### config.mk
export PLATFORM = sky130hd
export DESIGN_NAME = fosfor_present_top_flat
export DESIGN_NICKNAME = d
export VERILOG_FILES = /design/src/rtl/fosfor_present_pkg.sv /design/src/rtl/fosfor_present_if.sv /design/src/rtl/fosfor_present_core.sv /design/src/rtl/fosfor_present_top.sv /design/src/flat_wrapper.sv
export SDC_FILE = /design/constraint.sdc
export NUM_CORES = 1
export LEC_CHECK = 0
export CAP_MARGIN = 20
export CORE_ASPECT_RATIO = 0.6
export CORE_MARGIN = 4
export CORE_UTILIZATION = 55
export DETAILED_ROUTE_END_ITERATION = 10
export PLACE_DENSITY = 0.69
export SYNTH_ARGS = -nofsm -noshare
export SYNTH_HDL_FRONTEND = slang
export SYNTH_SLANG_ARGS = --single-unit
### constraint.sdc
create_clock -name Clk_k -period 3.5 [get_ports Clk_k]
set_input_delay 0.35 -clock Clk_k [delete_from_list [all_inputs] [get_ports Clk_k]]
set_output_delay 0.35 -clock Clk_k [all_outputs]
set_load 0.01 [all_outputs]
### src/rtl/fosfor_present_pkg.sv
// Shared constants for the nibble-bus PRESENT-80 accelerator: command codes,
// register map, S-box and round count.
package fosfor_present_pkg;

    localparam logic [3:0] CMD_LOADADDR = 4'b0001;
    localparam logic [3:0] CMD_READ     = 4'b0010;
    localparam logic [3:0] CMD_WRITE    = 4'b0100;
    localparam logic [3:0] CMD_START    = 4'b1000;

    localparam logic [7:0] ADDR_STATE_BASE = 8'h00;
    localparam logic [7:0] ADDR_TEST       = 8'h08;
    localparam logic [7:0] ADDR_STATUS     = 8'h09;
    localparam logic [7:0] ADDR_KEY_BASE   = 8'h10;

    localparam int unsigned KEY_BYTES  = 10;
    localparam int unsigned NUM_ROUNDS = 31;

    // Entry n of the PRESENT S-box sits at bits [4n+3:4n].
    localparam logic [63:0] SBOX = 64'h2174_8FE3_DA09_B65C;

    typedef enum logic [1:0] {
        CORE_IDLE,
        CORE_ROUND,
        CORE_WHITEN
    } core_state_e;

    function automatic logic [3:0] sbox4(input logic [3:0] x);
        return SBOX[{x, 2'b00} +: 4];
    endfunction

endpackage

### src/rtl/fosfor_present_if.sv
// Host-side nibble bus: 2-bit strobe, 4-bit data/command in, registered byte out.
interface fosfor_present_if;

    logic [1:0] Address_b;
    logic [3:0] DataIn_b;
    logic [7:0] DataOut_b;

    modport master (
        output Address_b,
        output DataIn_b,
        input  DataOut_b
    );

    modport slave (
        input  Address_b,
        input  DataIn_b,
        output DataOut_b
    );

endinterface

### src/rtl/fosfor_present_core.sv
// Iterative PRESENT-80 engine: one round per cycle, then a whitening cycle.
// Owns the block register, working key and round counter.
module fosfor_present_core
    import fosfor_present_pkg::*;
(
    input  logic        Clk_k,
    input  logic        Reset_rn,
    input  logic        start,
    input  logic [79:0] key,
    input  logic        wr_en,
    input  logic [2:0]  wr_idx,
    input  logic [7:0]  wr_data,
    output logic [63:0] state,
    output logic        busy,
    output logic        done
);

    core_state_e fsm_q, fsm_d;
    logic [63:0] state_q;
    logic [79:0] wkey_q;
    logic [4:0]  round_cnt_q;
    logic        done_q;
    logic [63:0] round_state;
    logic [79:0] next_key;

    function automatic logic [63:0] player(input logic [63:0] x);
        logic [63:0] y;
        y = '0;
        for (int i = 0; i < 63; i++)
            y[(i * 16) % 63] = x[i];
        y[63] = x[63];
        return y;
    endfunction

    always_ff @(posedge Clk_k or negedge Reset_rn) begin
        if (!Reset_rn) fsm_q <= CORE_IDLE;
        else           fsm_q <= fsm_d;
    end

    always_comb begin
        fsm_d = fsm_q;
        case (fsm_q)
            CORE_IDLE:   if (start) fsm_d = CORE_ROUND;
            CORE_ROUND:  if (round_cnt_q == 5'(NUM_ROUNDS)) fsm_d = CORE_WHITEN;
            CORE_WHITEN: fsm_d = CORE_IDLE;
            default:     fsm_d = CORE_IDLE;
        endcase
    end

    always_comb begin
        logic [63:0] mixed;
        logic [63:0] subst;
        mixed = state_q ^ wkey_q[79:16];
        subst = '0;
        for (int n = 0; n < 16; n++)
            subst[n * 4 +: 4] = sbox4(mixed[n * 4 +: 4]);
        round_state = player(subst);

        next_key = {wkey_q[18:0], wkey_q[79:19]};
        next_key[79:76] = sbox4(next_key[79:76]);
        next_key[19:15] = next_key[19:15] ^ round_cnt_q;
    end

    // Round counter wraps 31 -> 0 on the last round; the whitening step ignores it.
    always_ff @(posedge Clk_k or negedge Reset_rn) begin
        if (!Reset_rn) begin
            state_q     <= '0;
            wkey_q      <= '0;
            round_cnt_q <= '0;
            done_q      <= 1'b0;
        end else begin
            case (fsm_q)
                CORE_IDLE: begin
                    if (start) begin
                        wkey_q      <= key;
                        round_cnt_q <= 5'd1;
                        done_q      <= 1'b0;
                    end else if (wr_en) begin
                        state_q[{wr_idx, 3'b000} +: 8] <= wr_data;
                    end
                end
                CORE_ROUND: begin
                    state_q     <= round_state;
                    wkey_q      <= next_key;
                    round_cnt_q <= round_cnt_q + 5'd1;
                end
                CORE_WHITEN: begin
                    state_q <= state_q ^ wkey_q[79:16];
                    done_q  <= 1'b1;
                end
                default: ;
            endcase
        end
    end

    assign state = state_q;
    assign busy  = (fsm_q != CORE_IDLE);
    assign done  = done_q;

endmodule

### src/rtl/fosfor_present_top.sv
// PRESENT-80 accelerator top: nibble bus decode and byte register file around
// the cipher core. Define FOSFOR_TEST_REG_EN to keep the scratch register at 0x08.
module fosfor_present_top
    import fosfor_present_pkg::*;
(
    input  logic             Clk_k,
    input  logic             Reset_rn,
    fosfor_present_if.slave  bus
);

    logic [7:0]  data_reg;
    logic [7:0]  addr_reg;
    logic [79:0] key_q;
    logic [7:0]  data_out_q;
    logic [7:0]  rd_byte;
    logic [63:0] core_state;
    logic        busy;
    logic        done;
    logic        cmd_valid;
    logic        cmd_write;
    logic        is_state;
    logic        is_key;
    logic [3:0]  key_idx;

    assign cmd_valid = (bus.Address_b == 2'd1);
    assign cmd_write = cmd_valid && (bus.DataIn_b == CMD_WRITE);
    assign is_state  = (addr_reg[7:3] == ADDR_STATE_BASE[7:3]);
    assign key_idx   = addr_reg[3:0];
    assign is_key    = (addr_reg[7:4] == ADDR_KEY_BASE[7:4]) && (key_idx < 4'(KEY_BYTES));

`ifdef FOSFOR_TEST_REG_EN
    logic [7:0] test_q;

    always_ff @(posedge Clk_k or negedge Reset_rn) begin
        if (!Reset_rn)                             test_q <= '0;
        else if (cmd_write && addr_reg == ADDR_TEST) test_q <= data_reg;
    end
`endif

    always_comb begin
        rd_byte = 8'h00;
        if (is_state)
            rd_byte = core_state[{addr_reg[2:0], 3'b000} +: 8];
        else if (is_key)
            rd_byte = 8'(key_q >> {key_idx, 3'b000});
        else if (addr_reg == ADDR_STATUS)
            rd_byte = {6'b000000, done, busy};
`ifdef FOSFOR_TEST_REG_EN
        else if (addr_reg == ADDR_TEST)
            rd_byte = test_q;
`endif
    end

    // Strobes are level-sensitive: every edge with a non-idle strobe acts again.
    always_ff @(posedge Clk_k or negedge Reset_rn) begin
        if (!Reset_rn) begin
            data_reg   <= '0;
            addr_reg   <= '0;
            key_q      <= '0;
            data_out_q <= '0;
        end else begin
            case (bus.Address_b)
                2'd2: begin
                    data_out_q    <= data_reg;
                    data_reg[3:0] <= bus.DataIn_b;
                end
                2'd3: data_reg[7:4] <= bus.DataIn_b;
                2'd1: begin
                    case (bus.DataIn_b)
                        CMD_LOADADDR: addr_reg <= data_reg;
                        CMD_READ:     data_reg <= rd_byte;
                        CMD_WRITE: begin
                            if (is_key && !busy) begin
                                for (int i = 0; i < KEY_BYTES; i++)
                                    if (key_idx == 4'(i)) key_q[i * 8 +: 8] <= data_reg;
                            end
                        end
                        default: ;
                    endcase
                end
                default: ;
            endcase
        end
    end

    fosfor_present_core u_core (
        .Clk_k    (Clk_k),
        .Reset_rn (Reset_rn),
        .start    (cmd_valid && (bus.DataIn_b == CMD_START) && !busy),
        .key      (key_q),
        .wr_en    (cmd_write && is_state && !busy),
        .wr_idx   (addr_reg[2:0]),
        .wr_data  (data_reg),
        .state    (core_state),
        .busy     (busy),
        .done     (done)
    );

    assign bus.DataOut_b = data_out_q;

endmodule

### src/flat_wrapper.sv
// flat-port wrapper written by rule: the top's interface ports become plain ports
module fosfor_present_top_flat import fosfor_present_pkg::*;
  (Clk_k, Reset_rn, bus_Address_b, bus_DataIn_b, bus_DataOut_b);
  fosfor_present_if bus_i ();
  input  logic Clk_k;
  input  logic Reset_rn;
  input wire logic [$bits(bus_i.Address_b)-1:0] bus_Address_b;
  input wire logic [$bits(bus_i.DataIn_b)-1:0] bus_DataIn_b;
  output wire logic [$bits(bus_i.DataOut_b)-1:0] bus_DataOut_b;
  assign bus_i.Address_b = bus_Address_b;
  assign bus_i.DataIn_b = bus_DataIn_b;
  assign bus_DataOut_b = bus_i.DataOut_b;
  fosfor_present_top u_core (.Clk_k(Clk_k), .Reset_rn(Reset_rn), .bus(bus_i));
endmodule
==> metrics.log, run 1 <==
[metrics] most common library cell in the layout ignoring fill and taps: sky130_fd_sc_hd__dfrtp_1
[metrics] full die area: 32,900 um2
[metrics] GR Util met3: 14.9%
[metrics] post-route minimum period: 2.96 ns
[metrics] instance count of the mapped netlist: 1,527
[metrics] Post-DP HPWL: 42.4 mm
[metrics] Initial Util: 56.6%
[metrics] clock latency on the worst-skew pair: 0.57 ns
[metrics] max-capacitance violation count: 0
[metrics] sequential area share after synthesis: 38.9%
[metrics] status: finished clean
[metrics] number of sinks on the clock net: 256
[metrics] Total Nets Final: 1,633
[metrics] router iterations before antenna repair: 7
[metrics] total grt overflow: 0
[metrics] count of endpoints failing hold in the final timing report: 0
[metrics] mean instance size in the synthesized netlist: 10.8 um2
[metrics] worst clock skew: 0.0238 ns
[metrics] CTS Hold Buffers Added: 1
[metrics] flip-flop cell with the highest count after synthesis: sky130_fd_sc_hd__dfrtp_1
[metrics] VDD IR max: 602 uV
[metrics] number of remaining DRC errors: 0
[metrics] number of slew-limit violations in the final report: 0
[metrics] start-to-end type of the worst setup path: reg -> reg
[metrics] io pins: 16
[metrics] relative slew slack: 23.6%
[metrics] drt initial violations: 1,909
[metrics] total nets after synthesis: 1,633
[metrics] Routability Congestion: 1.06
[metrics] Global Route Usage Sum: 34.9%
[metrics] htree depth: 1
[metrics] crit end category: flip-flop
[metrics] total negative slack: 0 ns
[metrics] Min-Delay Path Class: in -> async
[metrics] initial antenna violation count: 2
[metrics] diodes inserted: 0
[metrics] core area: 29,100 um2
[metrics] Critical Path RT: 4.01 ns
[metrics] final setup violation count: 0
[metrics] clock buffer depth: 3
[metrics] #FFs+latches synth: 256
[metrics] number of buffers created by CTS: 26
[metrics] number of cells after detailed placement: 1,897
[metrics] Vert. Die Dim: 142 um
[metrics] number of warnings reported in the yosys synthesis log: 0
[metrics] synthesized area: 16,500 um2
[metrics] antenna-violating nets left: 0
[metrics] CTS-repair resized insts: 0
[metrics] Total Power: 19.8 mW
[metrics] TritonCTS clock tree: yes
[metrics] vias after detailed routing: 13,100
[metrics] Row Count: 48
[metrics] share of final-layout standard cells stronger than drive strength 1: 19.0%
[metrics] CP Launch Type: flip-flop
[metrics] met1 global-route usage: 54.1%
[metrics] Port Buffers: 15
[metrics] GR Util met2: 44.8%
[metrics] total power per unit cell area: 1100 nW/um2
[metrics] buffers inserted during post-CTS setup optimization: 0
[metrics] layer with the highest usage after global routing: met1
[metrics] Area growth syn-to-layout: 9.19%
[metrics] unique cell type count in the Yosys netlist: 68
[metrics] most frequent cells in the layout: sky130_fd_sc_hd__dfrtp_1 (255), sky130_fd_sc_hd__nand2_1 (137), sky130_fd_sc_hd__mux2i_1 (132)
[metrics] leakage power of the design: 8.15 nW
[metrics] count of flip-flops with a built-in enable after synthesis: 0
[metrics] register clock-pin slew on the reported worst setup and hold paths: 0.06 ns
[metrics] largest net degree at the start of global routing: 99
[metrics] share of flip-flops with an asynchronous set or reset: 100%
[metrics] data arrival time at the worst-slack endpoint: 3.46 ns
[metrics] die width: 231 um
[metrics] drt via density: 6.76
[metrics] largest fanout on the critical path: 38
[metrics] Total Routed Length: 57.8 mm
[metrics] worst-case reg-to-reg path depth: 9
[metrics] RSZ-0062 raised after global routing: no
[metrics] global-route wire length before repair: 84.7 mm
[metrics] Worst Max-Slew Pin Slew: 1.15 ns
[metrics] max frequency: 338 MHz
[metrics] via count of the first global-routing pass: 12,000
[metrics] root cell of the clock tree: sky130_fd_sc_hd__clkbuf_16
[metrics] average wire per standard cell: 29.7 um
[metrics] part of the cycle the worst path needs: 84.4%
[metrics] non-filler cells in the finished layout: 1,944
==> through the flow <==
step           util, %  worst slack (ns)  hold WS (ns)  instance area [um2]
3_5_place_dp      58.9             0.555         0.445                17200
2_1_floorplan        -             0.682        0.0544                16500
3_3_place_gp      58.9             0.633         0.445                17100
6_report          61.8             0.544         0.411                18000
4_1_cts           61.7             0.656         0.469                18000
5_1_grt           61.8             0.490         0.484                18000
==> routing by layer <==
layer  part of all wire [%]  up-vias
met2                     38      881
met5                  0.022        -
met3                     16      125
met1                     43     6601
met4                    2.9        2
li1                       -     5533
==> where the power goes <==
group          internal, mW  switching, mW
Combinational          4.63           7.07
Clock                  1.50           1.28
Sequential             3.83           1.45
==> final timing paths <==
path                                                from                          to  slack [ns]
worst max-delay path              u_core.u_core.fsm_q[0]                   flip-flop        0.54
worst min-delay path                            Reset_rn  asynchronous set/reset pin        0.41
worst max register to register    u_core.u_core.fsm_q[0]                   flip-flop        0.54
worst min register to register  u_core.u_core.wkey_q[11]    u_core.u_core.wkey_q[11]        0.48
max in group asynchronous                       Reset_rn    u_core.u_core.wkey_q[70]        2.12
min in group Clk_k              u_core.u_core.wkey_q[11]    u_core.u_core.wkey_q[11]        0.48
==> critical path: stages, from the launching register on <==
cell                      delay (ns)
sky130_fd_sc_hd__dfrtp_1        0.44
sky130_fd_sc_hd__inv_1          0.12
sky130_fd_sc_hd__ha_1           0.52
sky130_fd_sc_hd__inv_1          0.12
sky130_fd_sc_hd__buf_4          0.22
sky130_fd_sc_hd__nor2_2         0.36
sky130_fd_sc_hd__buf_12         0.28
sky130_fd_sc_hd__a21oi_1        0.09
sky130_fd_sc_hd__o21ai_0        0.47
sky130_fd_sc_hd__mux2_2         0.26
==> synth_stat cells, types with 5 or more instances <==
master                     instances  area [um2]
sky130_fd_sc_hd__mux2_2          122        1370
sky130_fd_sc_hd__a31oi_1           9        56.3
sky130_fd_sc_hd__nand3b_1          7        52.6
sky130_fd_sc_hd__o31a_1            8        70.1
sky130_fd_sc_hd__a221oi_1         23         201
sky130_fd_sc_hd__xnor2_1          27         236
sky130_fd_sc_hd__nor2_1           83         312
sky130_fd_sc_hd__nand2b_1          5        31.3
sky130_fd_sc_hd__o22ai_1           7        43.8
sky130_fd_sc_hd__nand2_1         137         514
sky130_fd_sc_hd__buf_2            22         110
sky130_fd_sc_hd__a22oi_1          19         143
sky130_fd_sc_hd__mux2i_1         132        1320
sky130_fd_sc_hd__xor2_1           60         526
sky130_fd_sc_hd__a21oi_1          83         415
sky130_fd_sc_hd__o21ai_0         118         591
sky130_fd_sc_hd__inv_1            67         251
sky130_fd_sc_hd__ha_1             98        1230
sky130_fd_sc_hd__nor2_4            5        56.3
sky130_fd_sc_hd__a211oi_1          5        37.5
sky130_fd_sc_hd__a222oi_1         19         190
sky130_fd_sc_hd__mux4_2           55        1240
sky130_fd_sc_hd__clkbuf_1         55         206
sky130_fd_sc_hd__nor3_1           21         105
sky130_fd_sc_hd__dfrtp_1         256        6410
==> kinds of logic (layout without fill, tap and decap cells) <==
logic type | count (synthesis) | in the layout | share of synthesized area [%]
compound gates | 318 | 318 | 12.2
mux | 311 | 311 | 24.0
simple gates | 300 | 300 | 8.78
flops | 256 | 256 | 38.9
buf+inv | 157 | 174 | 4.02
fa+ha+maj | 98 | 98 | 7.44
xor+xnor | 87 | 87 | 4.62
==> cell type report <==
type                    count  area, um2
inverters                  68        255
well taps                 400        500
clock inverters             8       90.1
multi-input cells        1114       9430
repair buffers             61        601
flip-flops and latches    256       6410
fillers                  2391      11100
clock buffers              37        712
No activity file was read; power rests on OpenSTA's default activity.
==> run 2, diff against run 1 <==
--- a/config.mk
+++ b/config.mk
@@ -10,7 +10,7 @@
 export CORE_MARGIN = 4
 export CORE_UTILIZATION = 55
 export DETAILED_ROUTE_END_ITERATION = 10
-export PLACE_DENSITY = 0.69
+export PLACE_DENSITY = 0.72
 export SYNTH_ARGS = -nofsm -noshare
 export SYNTH_HDL_FRONTEND = slang
 export SYNTH_SLANG_ARGS = --single-unit
==> constraint.sdc (replaced) <==
create_clock -name Clk_k -period 2.4 [get_ports Clk_k]
set_input_delay 0.24 -clock Clk_k [delete_from_list [all_inputs] [get_ports Clk_k]]
set_output_delay 0.24 -clock Clk_k [all_outputs]
set_load 0.01 [all_outputs]
==> metrics.log, run 2 (same netlist as run 1, synthesis figures left out) <==
[metrics] status: finished clean
[metrics] count of endpoints failing hold in the final timing report: 0
[metrics] Top Family by Delay on Critical Path: buffers and inverters
[metrics] max incr delay on CP: 0.38 ns
[metrics] Cell Chain, Critical Path: inv_1 > ha_2 > inv_1 > buf_4 > nor2_2 > buf_12 > a21oi_1 > o21ai_0 > mux2_2
[metrics] Port Buffers: 15
[metrics] Min-Delay Path Class: in -> async
[metrics] drt via density: 6.62
[metrics] Total Nets Final: 1,791
[metrics] fraction of power spent switching nets: 47.1%
[metrics] htree depth: 1
[metrics] Initial Util: 56.6%
[metrics] diodes inserted: 0
[metrics] share of power burned in registers: 23.6%
[metrics] dominant cell type by count on the critical path: sky130_fd_sc_hd__inv_1
[metrics] switching component of the power: 15.4 mW
[metrics] clock latency on the worst-skew pair: 0.55 ns
[metrics] most frequent cells in the layout: sky130_fd_sc_hd__dfrtp_1 (252), sky130_fd_sc_hd__buf_4 (183), sky130_fd_sc_hd__nand2_1 (137)
[metrics] Area growth syn-to-layout: 19.4%
[metrics] met1 global-route usage: 56.3%
[metrics] vias after detailed routing: 13,900
[metrics] number of remaining DRC errors: 0
[metrics] most common library cell in the layout ignoring fill and taps: sky130_fd_sc_hd__dfrtp_1
[metrics] part of the cycle the worst path needs: 99.8%
[metrics] launch point of the worst reg-to-reg path: u_core.u_core.fsm_q[0]
[metrics] leakage power of the design: 9.08 nW
[metrics] relative slew slack: 21.6%
[metrics] share of total power in combinational logic: 62.4%
[metrics] max frequency: 418 MHz
[metrics] count of filler cells inserted in the layout: 2,203
[metrics] final setup violation count: 0
[metrics] total grt overflow: 0
[metrics] layer with the highest usage after global routing: met1
[metrics] cell type of the slowest stage on the worst timing path: sky130_fd_sc_hd__dfrtp_1
[metrics] Post-Route Utilization: 67.5%
[metrics] drt initial violations: 2,000
[metrics] GR Util met2: 50.3%
[metrics] CP Launch Type: flip-flop
[metrics] router iterations before antenna repair: 6
[metrics] largest fanout on the critical path: 14
[metrics] VDD IR max: 1040 uV
[metrics] clock share of power: 13.9%
[metrics] core area: 29,100 um2
[metrics] start-to-end type of the worst setup path: reg -> reg
[metrics] data arrival time at the worst-slack endpoint: 2.84 ns
[metrics] reg-to-reg setup timing slack: 0.006 ns
[metrics] total negative slack: 0 ns
[metrics] Critical Path RT: 2.84 ns
[metrics] antenna-violating nets left: 0
[metrics] via count of the first global-routing pass: 13,400
[metrics] crit path launch: u_core.u_core.fsm_q[0]
[metrics] share of final-layout standard cells stronger than drive strength 1: 29.1%
[metrics] io pins: 16
[metrics] clock buffer depth: 3
[metrics] Routability Congestion: 1.06
[metrics] die width: 231 um
[metrics] Global Route Usage Sum: 37.7%
[metrics] WP buf/inv: 4
[metrics] total internal power: 17.3 mW
[metrics] number of buffers created by CTS: 25
[metrics] register clock-pin slew on the reported worst setup and hold paths: 0.07 ns
[metrics] initial antenna violation count: 2
[metrics] worst clock skew: 0.0144 ns
[metrics] GR Util met3: 17.2%
[metrics] RSZ-0062 raised after global routing: no
[metrics] Row Count: 48
[metrics] crit end category: flip-flop
[metrics] Post-DP HPWL: 47.2 mm
[metrics] Worst Max-Slew Pin Slew: 1.18 ns
[metrics] number of slew-limit violations in the final report: 0
[metrics] Total Routed Length: 62.0 mm
[metrics] average wire per standard cell: 29.5 um
[metrics] full die area: 32,900 um2
[metrics] TritonCTS clock tree: yes
[metrics] max-capacitance violation count: 0
[metrics] number of sinks on the clock net: 256
[metrics] Vert. Die Dim: 142 um
[metrics] largest net degree at the start of global routing: 101
[metrics] root cell of the clock tree: sky130_fd_sc_hd__clkbuf_16
[metrics] post-route minimum period: 2.39 ns
[metrics] total power per unit cell area: 1660 nW/um2
[metrics] global-route wire length before repair: 91.5 mm
[run 2: path summary, 6_finish.rpt]
check,endpoint,cells after the start
max,flip-flop,9
min in group Clk_k,u_core.u_core.wkey_q[9],2
max in group asynchronous,u_core.u_core.wkey_q[36],3
min reg2reg,u_core.u_core.wkey_q[9],2
max reg2reg,flip-flop,9
min,asynchronous set/reset pin,2
[run 2: per-layer routing]
metal,wire (um),vias up
li1,-,5847
met1,26400,7033
met2,24300,931
met3,9760,102
met4,1470,2
met5,14,-
[run 2: repair_timing]
item                       CTS  global route
pin swaps                    0             7
buffers inserted             0             5
hold endpoints to repair    53             0
gates resized for setup      5            26
hold buffers                 1             0
setup endpoints to repair   12            55
[run 2: stage by stage]
step,power [mW],setup slack [ns],instance area [um2],cells,hold slack [ns]
global route,34.1,0.000206,19700,2103,0.289
finish,32.7,0.00591,19700,2103,0.240
CTS,31.5,0.00283,19400,2097,0.265
detailed placement,26.8,-0.201,18500,2051,0.233
global placement,26.4,-0.115,18500,2050,0.247
floorplan,18.5,0.0219,16500,1527,-0.0556
[run 2: power groups by stage]
stage / combinational [mW] / sequential (mW) / clock [mW]
finish: 20.4 / 7.73 / 4.55
global route: 21.6 / 7.74 / 4.74
CTS: 19.4 / 7.51 / 4.57
detailed placement: 19.2 / 7.57 / 0
global placement: 18.8 / 7.57 / 0
floorplan: 11.9 / 6.56 / 0
[run 2: layout make-up]
class | instances | area (um2) | share of cell area (%)
tap | 400 | 500 | 2.54
clock buffer | 32 | 702 | 3.57
timing repair buffer | 220 | 1940 | 9.87
inverter | 68 | 255 | 1.30
clock inverter | 13 | 230 | 1.17
sequential | 256 | 6410 | 32.6
multi-input combinational | 1114 | 9630 | 49.0
[run 2: worst reg2reg max path: stages, from the launching register on]
cell and delay [ns]:
sky130_fd_sc_hd__dfrtp_1 0.38, sky130_fd_sc_hd__inv_1 0.09, sky130_fd_sc_hd__ha_2 0.34, sky130_fd_sc_hd__inv_1 0.12, sky130_fd_sc_hd__buf_4 0.24, sky130_fd_sc_hd__nor2_2 0.09
sky130_fd_sc_hd__buf_12 0.16, sky130_fd_sc_hd__a21oi_1 0.36, sky130_fd_sc_hd__o21ai_0 0.22, sky130_fd_sc_hd__mux2_2 0.30
==> patch, RTL diff (settings of run 2) <==
Re-encode `core_state_e` (3 states) as one-hot, 3 bits wide.
--- a/src/rtl/fosfor_present_pkg.sv
+++ b/src/rtl/fosfor_present_pkg.sv
@@ -18,10 +18,10 @@
     // Entry n of the PRESENT S-box sits at bits [4n+3:4n].
     localparam logic [63:0] SBOX = 64'h2174_8FE3_DA09_B65C;
 
-    typedef enum logic [1:0] {
-        CORE_IDLE,
-        CORE_ROUND,
-        CORE_WHITEN
+    typedef enum logic [2:0] {
+        CORE_IDLE   = 3'b001,
+        CORE_ROUND  = 3'b010,
+        CORE_WHITEN = 3'b100
     } core_state_e;
 
     function automatic logic [3:0] sbox4(input logic [3:0] x);
Function: no difference found for any inputs over 4 cycles, from zero or initial values and one cycle with Reset_rn low; so few cycles prove little.
==> patch against run 2 <==
- sequential cell count grew 1
- synthesized cell count shrank 0.52%
- setup slack gained 0.080 ns
- wire length shrank 8.6%
- worst hold slack lost 0.053 ns
- design area shrank 6.9%
- global-route usage shrank 2.2 points
- area after synthesis shrank 3.4%
- count of clock-buffer cells in the layout grew 5
- via count shrank 3.2%
- sequential share of layout area grew 2.5 points
- die area shrank 3.2%
Power is not compared: it rests on default switching activity, and its combinational part moved more than twofold at a synthesized area within 25%.
==> patch: results (changes against run 2) <==
met3 wire length 9990 um (was 9760 um); R2R depth 6 (was 9); Fill cells 2189 (was 2203); Placed Area 17400 sq um (was 18500 sq um); Post-synth top cells dfrtp_1, nor2_1, mux2_2 (was dfrtp_1, nand2_1, mux2i_1); max layer used met4 (was met5); Post-Synth XOR/XNOR Area 4.84% (was 4.62%); number of global-route vias before repair 13000 (was 13400); final clock skew 0.0226 ns (was 0.0144 ns); register area share after synthesis 40.4% (was 38.9%); met2 GRT Util 45.2% (was 50.3%); Final Wtd Congestion 0.994 (was 1.06); share of layout cells above drive strength 1 23.0% (was 29.1%); routed length on met1 23100 um (was 26400 um); metal2 WL 21500 um (was 24300 um); CP max FO 5 (was 14); hpwl dp 42100 um (was 47200 um); Syn Nets 1620 (was 1633); Non-Filler Instances 1975 (was 2103); first-pass GRT wire length 84100 um (was 91500 um); number of antenna violations at the first check in global routing 0 (was 2); DR pass1 iterations 8 (was 6); type of the worst min-delay path in -> async (unchanged); final net count 1691 (was 1791); Clock Latency Late Sink 0.57 ns (was 0.55 ns); Via density 6.82 (was 6.62); Area Growth Syn to Fin 15.1% (was 19.4%); Synth Area in Compound Gates 11.4% (was 12.2%); Crit path max-delay family multiplexers (was buffers and inverters); post-synthesis cell type count 73 (was 68); post-place setup slack -0.0532 ns (was -0.201 ns); RR Startpoint u_core.u_core.wkey_q[57] (was u_core.u_core.fsm_q[0]); Synth Area in Adders 7.31% (was 7.44%); mux contribution to synthesized area 19.7% (was 24.0%); worst hold slack 0.187 ns (was 0.240 ns); starting DRC count in detailed routing 2030 (was 2000); dpl cells 1927 (was 2051); met3 Track Usage GR 18.2% (was 17.2%); Tot GR Track Use 35.5% (was 37.7%); Avg WL per Cell 28.7 um (was 29.5 um); Slowest-stage cell, CP mux4_2 (was dfrtp_1); outcome finished clean (unchanged); largest net degree at the start of global routing 71 (was 101); FF-to-FF setup slack 0.09 ns (was 0.006 ns); slowest stage delay, CP 0.50 ns (was 0.38 ns); syn avg cell area 10.5 sq um (was 10.8 sq um)
==> patch: how the worst max path moves through the flow <==
stage / from / to / slack, ns / cells after the start
2_1_floorplan: u_core.addr_reg[1] / register / -0.03 / 11
5_1_grt: register / register / 0.02 / 6
6_report: u_core.u_core.wkey_q[57] / register / 0.09 / 6
3_5_place_dp: bus_Address_b[0] / u_core.key_q[39] / -0.05 / 6
4_1_cts: register / register / 0.06 / 5
3_3_place_gp: bus_Address_b[0] / u_core.key_q[18] / 0.03 / 7
==> patch: area by class of cell <==
class / count / area share [%]
flip-flops and latches: 257 / 35.1
clock buffers: 37 / 3.99
repair buffers: 139 / 7.42
inverters: 63 / 1.32
clock inverters: 7 / 0.635
diodes: 1 / 0.0137
multi-input cells: 1104 / 49.0
well taps: 367 / 2.51
==> patch: repair_timing <==
item	4_1_cts	5_1_grt
gates resized for setup	1	6
hold endpoints to repair	82	0
endpoints found under the setup margin	1	8
pin swaps	0	1
buffers inserted	0	1
hold buffers	1	0
